`src/rtl/display_demux.sv`:
```
`default_nettype none
// ============================================================================
// Module      : display_demux
// Description : Recovers a 3-digit decimal value from a multiplexed,
//               active-low seven-segment display bus.  Digits arrive in
//               units -> tens -> hundreds order; a completed frame loads the
//               binary result and pulses valid.  Illegal segment patterns
//               pulse err, and stale flags a missing frame.
//               Optional macro DISPLAY_DEMUX_CHANGE_ONLY_EN: pulse valid only
//               when the decoded value differs from the current bin.
// Revision    : 1.0 - initial release
// ============================================================================
module display_demux #(
    parameter int STALE_CYCLES = 8
) (
    input  logic       clk,
    input  logic       rst,
    input  logic [6:0] hex,
    input  logic [2:0] dsel,
    output logic [9:0] bin,
    output logic       valid,
    output logic       err,
    output logic       stale
);

    typedef enum logic [1:0] {
        WAIT_U = 2'd0,
        HAVE_U = 2'd1,
        HAVE_T = 2'd2
    } state_t;

    localparam logic [7:0] c_STALE_MAX = 8'(STALE_CYCLES);

    state_t     r_state;
    logic [3:0] r_und;
    logic [3:0] r_dez;
    logic [9:0] r_bin;
    logic       r_valid;
    logic       r_err;
    logic [7:0] r_stale_cnt;

    logic       w_is_u;
    logic       w_is_t;
    logic       w_is_h;
    logic       w_active;
    logic       w_legal;
    logic [3:0] w_digit;
    logic [9:0] w_sum;
    logic       w_frame_done;

    // Decode a segment pattern into {legal, digit}; anything not in the table is illegal
    function automatic logic [4:0] f_decode(input logic [6:0] seg);
        case (seg)
            7'b1000000: f_decode = {1'b1, 4'd0};
            7'b1111001: f_decode = {1'b1, 4'd1};
            7'b0100100: f_decode = {1'b1, 4'd2};
            7'b0110000: f_decode = {1'b1, 4'd3};
            7'b0011001: f_decode = {1'b1, 4'd4};
            7'b0010010: f_decode = {1'b1, 4'd5};
            7'b0000010: f_decode = {1'b1, 4'd6};
            7'b1111000: f_decode = {1'b1, 4'd7};
            7'b0000000: f_decode = {1'b1, 4'd8};
            7'b0010000: f_decode = {1'b1, 4'd9};
            default:    f_decode = {1'b0, 4'd0};
        endcase
    endfunction

    assign w_is_u   = (dsel == 3'b110);
    assign w_is_t   = (dsel == 3'b101);
    assign w_is_h   = (dsel == 3'b011);
    assign w_active = w_is_u | w_is_t | w_is_h;

    assign {w_legal, w_digit} = f_decode(hex);

    // Hundreds are used directly at the completing edge, so only units/tens are stored
    assign w_sum = 10'(w_digit) * 10'd100 + 10'(r_dez) * 10'd10 + 10'(r_und);

    assign w_frame_done = w_active & w_legal & w_is_h & (r_state == HAVE_T);

    // Frame-assembly FSM with registered bin/valid/err
    always_ff @(posedge clk or posedge rst) begin
        if (rst) begin
            r_state <= WAIT_U;
            r_und   <= 4'd0;
            r_dez   <= 4'd0;
            r_bin   <= 10'd0;
            r_valid <= 1'b0;
            r_err   <= 1'b0;
        end else begin
            r_valid <= 1'b0;
            r_err   <= 1'b0;
            if (w_active) begin
                if (!w_legal) begin
                    // Illegal pattern wins over everything, including a completing hundreds digit
                    r_err   <= 1'b1;
                    r_state <= WAIT_U;
                end else if (w_is_u) begin
                    // A units digit always restarts the frame
                    r_und   <= w_digit;
                    r_state <= HAVE_U;
                end else if (w_is_t && r_state == HAVE_U) begin
                    r_dez   <= w_digit;
                    r_state <= HAVE_T;
                end else if (w_frame_done) begin
                    r_state <= WAIT_U;
`ifdef DISPLAY_DEMUX_CHANGE_ONLY_EN
                    if (w_sum != r_bin) begin
                        r_bin   <= w_sum;
                        r_valid <= 1'b1;
                    end
`else
                    r_bin   <= w_sum;
                    r_valid <= 1'b1;
`endif
                end else begin
                    // Legal digit out of order: drop the partial frame silently
                    r_state <= WAIT_U;
                end
            end
        end
    end

    // Stale counter: cleared by every completed frame (even an unchanged one), else saturating count
    always_ff @(posedge clk or posedge rst) begin
        if (rst) begin
            r_stale_cnt <= 8'd0;
        end else if (w_frame_done) begin
            r_stale_cnt <= 8'd0;
        end else if (r_stale_cnt != c_STALE_MAX) begin
            r_stale_cnt <= r_stale_cnt + 8'd1;
        end
    end

    assign bin   = r_bin;
    assign valid = r_valid;
    assign err   = r_err;
    assign stale = (r_stale_cnt == c_STALE_MAX);

endmodule
`default_nettype wire

```
`config.mk`:
```
export PLATFORM = sky130hd
export DESIGN_NAME = display_demux
export DESIGN_NICKNAME = d
export VERILOG_FILES = /design/src/rtl/display_demux.sv
export SDC_FILE = /design/constraint.sdc
export NUM_CORES = 1
export LEC_CHECK = 0
export CAP_MARGIN = 30
export CORE_AREA = 2 2 81 83
export DETAILED_ROUTE_END_ITERATION = 6
export DIE_AREA = 0 0 83 85
export GPL_ROUTABILITY_DRIVEN = 0
export PLACE_DENSITY = 0.66
export SLEW_MARGIN = 20
export SYNTH_ARGS = -nofsm -noshare
export SYNTH_HDL_FRONTEND = slang
export SYNTH_SLANG_ARGS = --single-unit
```
`constraint.sdc`:
```
create_clock -name clk -period 2.7 [get_ports clk]
set_input_delay 0.27 -clock clk [delete_from_list [all_inputs] [get_ports clk]]
set_output_delay 0.27 -clock clk [all_outputs]
set_load 0.02 [all_outputs]
```
After elaboration in Yosys (flattened, before gate mapping)
Index checks and enable logic that the tools add are counted.
- multipliers: 2
- bitwise gates (word level): 7
- muxes and demuxes: 13
- $add $sub $neg: 3
- reduce and logical (&&, ||, !) cells: 6
- eq/ne operators: 16
- operators by type and width (kind ; count):
    $pmux W5 S10 ; 1
    $eq A7 B5 Y1 const B ; 3
    $eq A7 B7 Y1 const B ; 3
    $mux W8 ; 2
    $eq A7 B6 Y1 const B ; 2
    $add A10 B4 Y10 ; 1
    $add A10 B8 Y10 ; 1
    $add A8 B1 Y8 const B ; 1
    $eq A8 B4 Y1 const B ; 1
    $mul A4 B5 Y8 const B ; 1
    $ne A8 B4 Y1 const B ; 1
    $eq A7 B2 Y1 const B ; 1
    $logic_not A7 Y1 ; 1
    $mul A4 B3 Y7 const B ; 1
    $mux W1 ; 7
    $eq A3 B3 Y1 const B ; 2
    $mux W2 ; 3
    $reduce_and A5 Y1 ; 1
    $reduce_and A4 Y1 ; 1
    $and A1 B1 Y1 ; 3
    $eq A3 B2 Y1 const B ; 1
    $reduce_and A3 Y1 ; 1
    $eq A2 B1 Y1 const B ; 1
    $eq A2 B2 Y1 const B ; 1
    4 further kinds ; 6
- output and inout bits: 13
- register bits after elaboration: 30

Depth between registers and ports, before layout
Gate-level depths: netlist (run 1).
- depth in word-level cells: 11
- gate-level depth with buffers: 15
- mapped depth without buffers: 14

Worst setup path after synthesis (run 1)
OpenSTA, ideal clock, no wires.
- kind: input-to-reg
- start point: input port hex[6]
- end point: register r_bin[9] (netlist: bin[9])
- path slack: -1.451 ns
- required time: 2.575 ns
- arrival: 4.026 ns
- path buffers: 1
- cell stages on the path: 14
- cells stage by stage: clkbuf_1 nor3_1 a31oi_1 a2111oi_0 ha_1 ha_1 fa_1 ha_1 ha_1 nand3_1 nand2_1 a41o_1 xnor2_1 mux2_4
- elaborated cells between the ends (all ways): 18
- classes of those cells: add/sub (2); mul (1); eq/ne (9); mux (1); bitwise (3); reduce/logical (2)
- RTL lines (item ; line ; text):
    from (decl) ; 18 ; input logic [6:0] hex,
    $eq A7 B5 Y1, or another cell as far along ; 53 ; case (seg)
    $pmux W5 S10 (*) ; 53 ;
    named net w_digit[0] ; 47 ; logic [3:0] w_digit;
    $mul A4 B5 Y8 (*) ; 76 ; assign w_sum = 10'(w_digit) * 10'd100 + 10'(r_dez) * 10'd10 + 10'(r_und);
    $add A10 B8 Y10 (*) ; 76 ;
    $add A10 B4 Y10 (*) ; 76 ;
    to (signal assigned) ; 112 ; r_bin <= w_sum;
    to (decl) ; 37 ; logic [9:0] r_bin;
The timed path passes the listed nets; every way through them passes the cells marked *.
A chain may end at the register's enable or synchronous reset.

Final worst setup path (run 1)
- start point: input port hex[0]
- end point: register r_bin[9] (netlist: bin[9])
The elaborated chain is that of the path after synthesis.

==> results.py, run 1 <==
metrics = {
    "synthesis": {
        "postSynthCellCount": 198,
        "async_flop_share_pct": 100,
        "synth_seq_area_share_pct": 35.7,
        "synth_top_area_share_pct": 35.7,
        "synth_top_cell_by_area": "dfrtp_1",
        "synth_nets": 240,
        "ys.flop_type": "dfrtp_1",
        "yosysWarnings": 0,
        "synth_edf_count": 0,
        "synth_area_um2": 2100,
        "synth_seq_cells": 30,
        "synth.avg_cell_area_um2": 10.6,
        "ys_types": 40,
        "synthTopCellsByArea": "dfrtp_1, ha_1, mux2_4, fa_1, mux2_2",
    },
    "layout": {
        "drive_gt1_share_pct": 40.7,
        "fillers": 559,
        "nNetsFinal": 309,
        "areaGrowthSynthToFinish_pct": 47.6,
        "multiInputGateArea_um2": 1540,
        "fin_cells": 345,
        "finalInstanceArea_um2": 3100,
        "ff_latch_area_um2": 751,
        "n_antenna_cell": 0,
    },
    "setup_path": {
        "worstSetupStartpoint": "hex[0]",
        "worstReg2RegStart": "r_dez[1]$_DFFE_PP0P_",
        "rr_endpoint": "bin[9]$_DFFE_PP0P_",
        "cp-start-kind": "primary input",
        "crit_required_ns": 2.86,
        "cp-endpoint": "bin[9]$_DFFE_PP0P_",
        "endpoint_kind": "flip-flop",
        "r2r_cells": 10,
        "worst-path-max-fanout": 3,
        "crit_arrival_ns": 3.19,
        "reg2reg_slack_ns": -0.15,
        "worst-setup-path-type": "primary input to flip-flop",
    },
    "cts": {
        "insertion_delay_ns": 0.28,
        "clock_sinks": 30,
        "cts-root-buf": "clkbuf_8",
        "htreeDepth": 2,
        "postCtsHoldBufs": 0,
        "numCtsBuffers": 5,
        "clk_pin_slew_ns": 0.07,
        "clk_path_buf_depth": 2,
        "cts_tree": "done",
    },
    "floorplanning": {
        "placementRows": 29,
        "die_h_um": 85,
        "pin_count": 25,
        "initial_core_util_pct": 33.9,
        "core_area_um2": 6200,
        "die_area_um2": 7060,
        "die_w_um": 83,
    },
    "placement": {
        "portBuffers": 24,
        "post_dp_cell_area_um2": 2780,
        "dp_hpwl_um": 3220,
        "place_inst": 328,
    },
    "global_routing": {
        "track_usage_pct": 13.1,
        "grt_max_degree": 31,
        "grt_pass1_wl_um": 7610,
        "grt_pass1_vias": 1756,
        "antenna_found_initial": 0,
        "grt_overflow": 0,
    },
    "route": {
        "final_antenna_net_count": 0,
        "routed_wl_um": 4410,
        "dr.pass1.iters": 4,
        "viasPerCell": 4.81,
        "vias": 1658,
        "drc": 0,
        "post_drt_wl_per_cell_um": 12.8,
        "dr.first_iter.drc_count": 37,
    },
    "status": {
        "status": "finished, violations left",
        "violations": "setup timing",
    },
    "timing": {
        "min_period_ns": 3.03,
        "hold_viol_final": 0,
        "fin_crit_sh_pct": 112,
        "drv_slew": 0,
        "skew_ns": 0.00647,
        "fin_ws_ns": -0.333,
        "tns_ns": -0.780,
        "tightest_slew_ns": 0.373,
        "rsz0062_at_grt": "yes",
        "max_slew_margin_pct": 74.8,
        "setup_viol": 3,
        "fmax_mhz": 330,
    },
    "power": {
        "finalPower_mw": 1.25,
        "power_leakage_nw": 1.42,
        "power_density_nw_per_um2": 402,
        "vdd_ir_drop_max_mv": 0.366,
    },
    "flow_run": {
        "drv_cap": 0,
    },
    "hold_path": {
        "worst_hold_path_type": "primary input to async pin",
    },
}
[layer usage]
metal | global-route usage [%] | up-vias | wire length (µm)
met1 | 14.9 | 794 | 1940
met4 | 3.58 | 0 | 22
met3 | 3.21 | 2 | 133
li1 | - | 837 | -
met5 | 0 | - | 0
met2 | 24.3 | 25 | 2320
[worst max-delay path: stages]
cell and delay, ns:
buf_8 0.10, nor3_4 0.20, a31oi_2 0.07, a2111oi_4 0.44
buf_4 0.20, ha_4 0.14, ha_4 0.14, fa_2 0.45
ha_4 0.29, ha_4 0.20, nand3_2 0.05, nand2_1 0.05
a41o_1 0.21, xnor2_1 0.12, mux2_4 0.25
[what timing repair did]
| item | CTS | global route |
|---|---|---|
| gates resized for setup | 62 | 12 |
| setup buffers | 7 | 2 |
| pin swaps | 13 | 14 |
| setup endpoints to repair | 7 | 5 |
[Yosys cell counts, drive strengths merged (2+ instances only)]
library cell,instances
nor2b,5
fa,5
a21oi,9
xnor2,9
nand3b,2
o21ai,9
o22ai,2
mux2,15
nor3,3
a31oi,2
nor4b,2
a22o,2
nand2b,2
nand2,12
dfrtp,30
buf,3
nand4b,2
and3,2
ha,25
inv,11
nor2,19
nand3,7
xor2,7
[flip-flops by register name, summed over array words and instances, names as in the netlist]
register,flops
err,1
r_stale_cnt,8
r_state,2
bin,10
r_und,4
valid,1
r_dez,4
[where the power goes]
group | switching (mW) | internal [mW] | leakage [nW] | total, mW
Combinational | 0.143 | 0.162 | 0.970 | 0.305
Clock | 0.167 | 0.204 | 0.0472 | 0.371
Sequential | 0.0578 | 0.513 | 0.402 | 0.571
Total | 0.367 | 0.879 | 1.42 | 1.25
[stage by stage]
stage	setup slack (ns)	utilization, %	hold WS [ns]
detailed placement	-1.18	44.7	0.500
global route	-0.453	50.0	0.417
global placement	-1.08	44.7	0.496
finish	-0.333	50.0	0.360
floorplan	-0.650	-	0.361
CTS	-0.285	49.2	0.371
[worst min path at each step]
stage	startpoint	cells past startpoint	to	slack (ns)
6_report	rst	3	r_stale_cnt[3]$_DFFE_PP0P_	0.36
5_1_grt	rst	3	r_stale_cnt[5]$_DFFE_PP0P_	0.42
3_3_place_gp	bin[0]$_DFFE_PP0P_	1	bin[0]$_DFFE_PP0P_	0.50
2_1_floorplan	rst	1	bin[0]$_DFFE_PP0P_	0.36
3_5_place_dp	bin[0]$_DFFE_PP0P_	1	bin[0]$_DFFE_PP0P_	0.50
4_1_cts	rst	3	r_stale_cnt[3]$_DFFE_PP0P_	0.37
[placed cells by master, fill, tap and decap left out, types with 3 or more instances in the layout]
cell / synthesis / layout
a21oi_1: 9 / 6
a21oi_2: 0 / 3
buf_2: 1 / 3
buf_4: 0 / 38
buf_6: 2 / 3
clkbuf_8: 0 / 6
clkdlybuf4s50_1: 0 / 17
dfrtp_1: 30 / 30
fa_2: 0 / 3
ha_1: 25 / 12
ha_4: 0 / 11
inv_1: 11 / 10
mux2_2: 7 / 7
mux2_4: 8 / 8
nand2_1: 12 / 12
nand3_1: 7 / 6
nor2_1: 19 / 18
nor2b_1: 5 / 3
o21ai_0: 9 / 6
o21ai_1: 0 / 3
xnor2_1: 9 / 9
xor2_1: 7 / 5
[kinds of logic after synthesis]
kind of cell | after synthesis | share of synthesized area (%)
multiplexers | 16 | 9.95
XOR/XNOR | 16 | 6.67
AND/OR/NAND/NOR | 60 | 14.5
adder cells (fa/ha/maj) | 30 | 19.7
AO/OA/AOI/OAI | 31 | 10.0
flip-flops | 30 | 35.7
buffers and inverters | 15 | 3.45
[cell type report]
class | count | share of cell area (%)
sequential | 30 | 24.2
inverter | 11 | 1.41
tap | 77 | 3.11
clock inverter | 2 | 0.403
clock buffer | 6 | 2.66
multi-input combinational | 153 | 49.5
timing repair buffer | 66 | 18.7
Note: power is estimated with default switching activity, not from simulation.
==> run 2, diff against run 1 <==
Settings changed: CTS_CLUSTER_SIZE from default to 24.
==> results of run 2 <==
Final layout, timing and power as in run 1 (identical DEF).
==> run 3, diff against run 2 <==
Settings changed: CTS_BUF_LIST from default to sky130_fd_sc_hd__clkbuf_16.
==> run 3 against run 2 <==
The run still ends with setup timing left; total power up 13%; core utilization up 0.75 points; worst setup slack hardly changed; sequential share of layout area down 0.36 points; critical path depth unchanged; clock skew shrank 0.00055 ns; global-route usage rose by 0.43 points; critical path type unchanged.
==> results.py, run 3 (synthesis results as in run 1) <==
metrics = {
    "status": {
        "status": "finished, violations left",
        "violations": "setup timing",
    },
    "timing": {
        "tns_ns": -0.782,
        "rsz0062_at_grt": "yes",
        "max_slew_margin_pct": 74.7,
        "tightest_slew_ns": 0.374,
        "min_period_ns": 3.03,
        "skew_ns": 0.00592,
        "drv_slew": 0,
        "fmax_mhz": 330,
        "hold_slack_ns": 0.365,
        "setup_viol": 4,
        "hold_viol_final": 0,
        "fin_ws_ns": -0.333,
        "fin_crit_sh_pct": 112,
    },
    "cts": {
        "cts-root-buf": "clkbuf_16",
        "cts_tree": "done",
        "clock_sinks": 30,
        "numCtsBuffers": 5,
        "clk_pin_slew_ns": 0.05,
        "postCtsHoldBufs": 0,
        "clk_path_buf_depth": 2,
        "htreeDepth": 2,
        "insertion_delay_ns": 0.28,
    },
    "power": {
        "seq_power_share_pct": 40.6,
        "power_switching_uw": 396,
        "combinationalPowerShare_pct": 21.7,
        "swShare_pct": 28.1,
        "power.clock.fraction_pct": 37.7,
        "internal_power_mw": 1.01,
        "power_leakage_nw": 1.44,
        "power_density_nw_per_um2": 447,
        "vdd_ir_drop_max_mv": 0.678,
    },
    "layout": {
        "final_common_cell": "buf_4",
        "nNetsFinal": 309,
        "ff_latch_area_um2": 751,
        "fillers": 540,
        "multiInputGateArea_um2": 1540,
        "areaGrowthSynthToFinish_pct": 49.9,
        "drive_gt1_share_pct": 40.3,
        "largest_reg_flops": 10,
        "final_cell_mix": "buf_4, dfrtp_1, nor2_1",
        "n_antenna_cell": 0,
    },
    "setup_path": {
        "crit_required_ns": 2.86,
        "rr_endpoint": "bin[9]$_DFFE_PP0P_",
        "cp-start-kind": "primary input",
        "r2r_cells": 10,
        "worstSetupStartpoint": "hex[0]",
        "worst-setup-path-type": "primary input to flip-flop",
        "reg2reg_slack_ns": -0.15,
        "worstReg2RegStart": "r_dez[1]$_DFFE_PP0P_",
        "crit_arrival_ns": 3.19,
        "endpoint_kind": "flip-flop",
        "worst-path-max-fanout": 3,
    },
    "route": {
        "routed_wl_um": 4510,
        "post_drt_wl_per_cell_um": 13.1,
        "final_antenna_net_count": 0,
        "dr.pass1.iters": 4,
        "dr.first_iter.drc_count": 33,
        "vias": 1669,
        "viasPerCell": 4.84,
        "drc": 0,
    },
    "placement": {
        "dp_hpwl_um": 3220,
        "portBuffers": 24,
    },
    "floorplanning": {
        "die_w_um": 83,
        "placementRows": 29,
        "die_area_um2": 7060,
        "initial_core_util_pct": 33.9,
        "pin_count": 25,
        "core_area_um2": 6200,
        "die_h_um": 85,
    },
    "global_routing": {
        "track_usage_pct": 13.5,
        "grt_pass1_vias": 1774,
        "grt_max_degree": 31,
        "grt_overflow": 0,
        "antenna_found_initial": 0,
        "grt_pass1_wl_um": 7740,
    },
    "flow_run": {
        "drv_cap": 0,
    },
    "hold_path": {
        "worst_hold_path_type": "primary input to async pin",
    },
}
-- run 3: cell types whose count changed in the layout (fill, tap and decap cells not counted) --
cell       previous run  this run
clkbuf_16             0         5
clkbuf_8              6         0
clkinv_1              0         1
-- run 3: power by group through the flow --
| stage | Sequential [mW] | Clock, mW | Combinational [mW] |
|---|---|---|---|
| after floorplan | 0.567 | 0 | 0.204 |
| after global placement | 0.577 | 0 | 0.281 |
| after detailed placement | 0.577 | 0 | 0.290 |
| after CTS | 0.572 | 0.539 | 0.306 |
| after global routing | 0.582 | 0.556 | 0.346 |
| final | 0.571 | 0.530 | 0.306 |
-- run 3: worst max path at each step --
stage                              end  slack (ns)
floorplan           bin[9]$_DFFE_PP0P_       -0.65
CTS                 bin[9]$_DFFE_PP0P_       -0.29
global placement    bin[9]$_DFFE_PP0P_       -1.08
global route        bin[8]$_DFFE_PP0P_       -0.46
finish              bin[9]$_DFFE_PP0P_       -0.33
detailed placement  bin[9]$_DFFE_PP0P_       -1.18
-- run 3: worst max-delay path, stage by stage --
cell       delay [ns]
buf_8            0.10
nor3_4           0.20
a31oi_2          0.07
a2111oi_4        0.44
buf_4            0.20
ha_4             0.14
ha_4             0.14
fa_2             0.45
ha_4             0.29
ha_4             0.20
nand3_2          0.05
nand2_1          0.05
a41o_1           0.21
xnor2_1          0.12
mux2_4           0.25
-- run 3: layout make-up --
cell class	count	area share, %
tap	77	3.06
timing repair buffer	66	18.4
multi-input combinational	153	48.8
inverter	11	1.39
clock inverter	3	0.517
sequential	30	23.8
clock buffer	5	3.97
-- run 3: layer usage --
layer,global-route usage (%),up-vias,share of wire (%)
met4,4.92,0,1.6
met1,15.0,799,43
li1,-,834,-
met3,3.50,8,3.5
met5,0,-,0
met2,24.9,28,52
-- run 3: what timing repair did --
action,CTS,global route
setup endpoints to repair,7,5
pin swaps,13,14
resized for setup,62,12
endpoints found under the hold margin,0,0
buffers inserted,7,2
gates cloned,0,0
-- run 3: metrics by stage --
stage | utilization, % | cells | power (mW) | setup slack [ns] | instance area (µm²)
2_1_floorplan | - | 198 | 0.771 | -0.650 | 2230
3_3_place_gp | 44.7 | 328 | 0.858 | -1.08 | 2780
3_5_place_dp | 44.7 | 328 | 0.867 | -1.18 | 2780
4_1_cts | 50.0 | 343 | 1.42 | -0.287 | 3100
5_1_grt | 50.7 | 345 | 1.48 | -0.460 | 3150
6_report | 50.7 | 345 | 1.41 | -0.333 | 3150
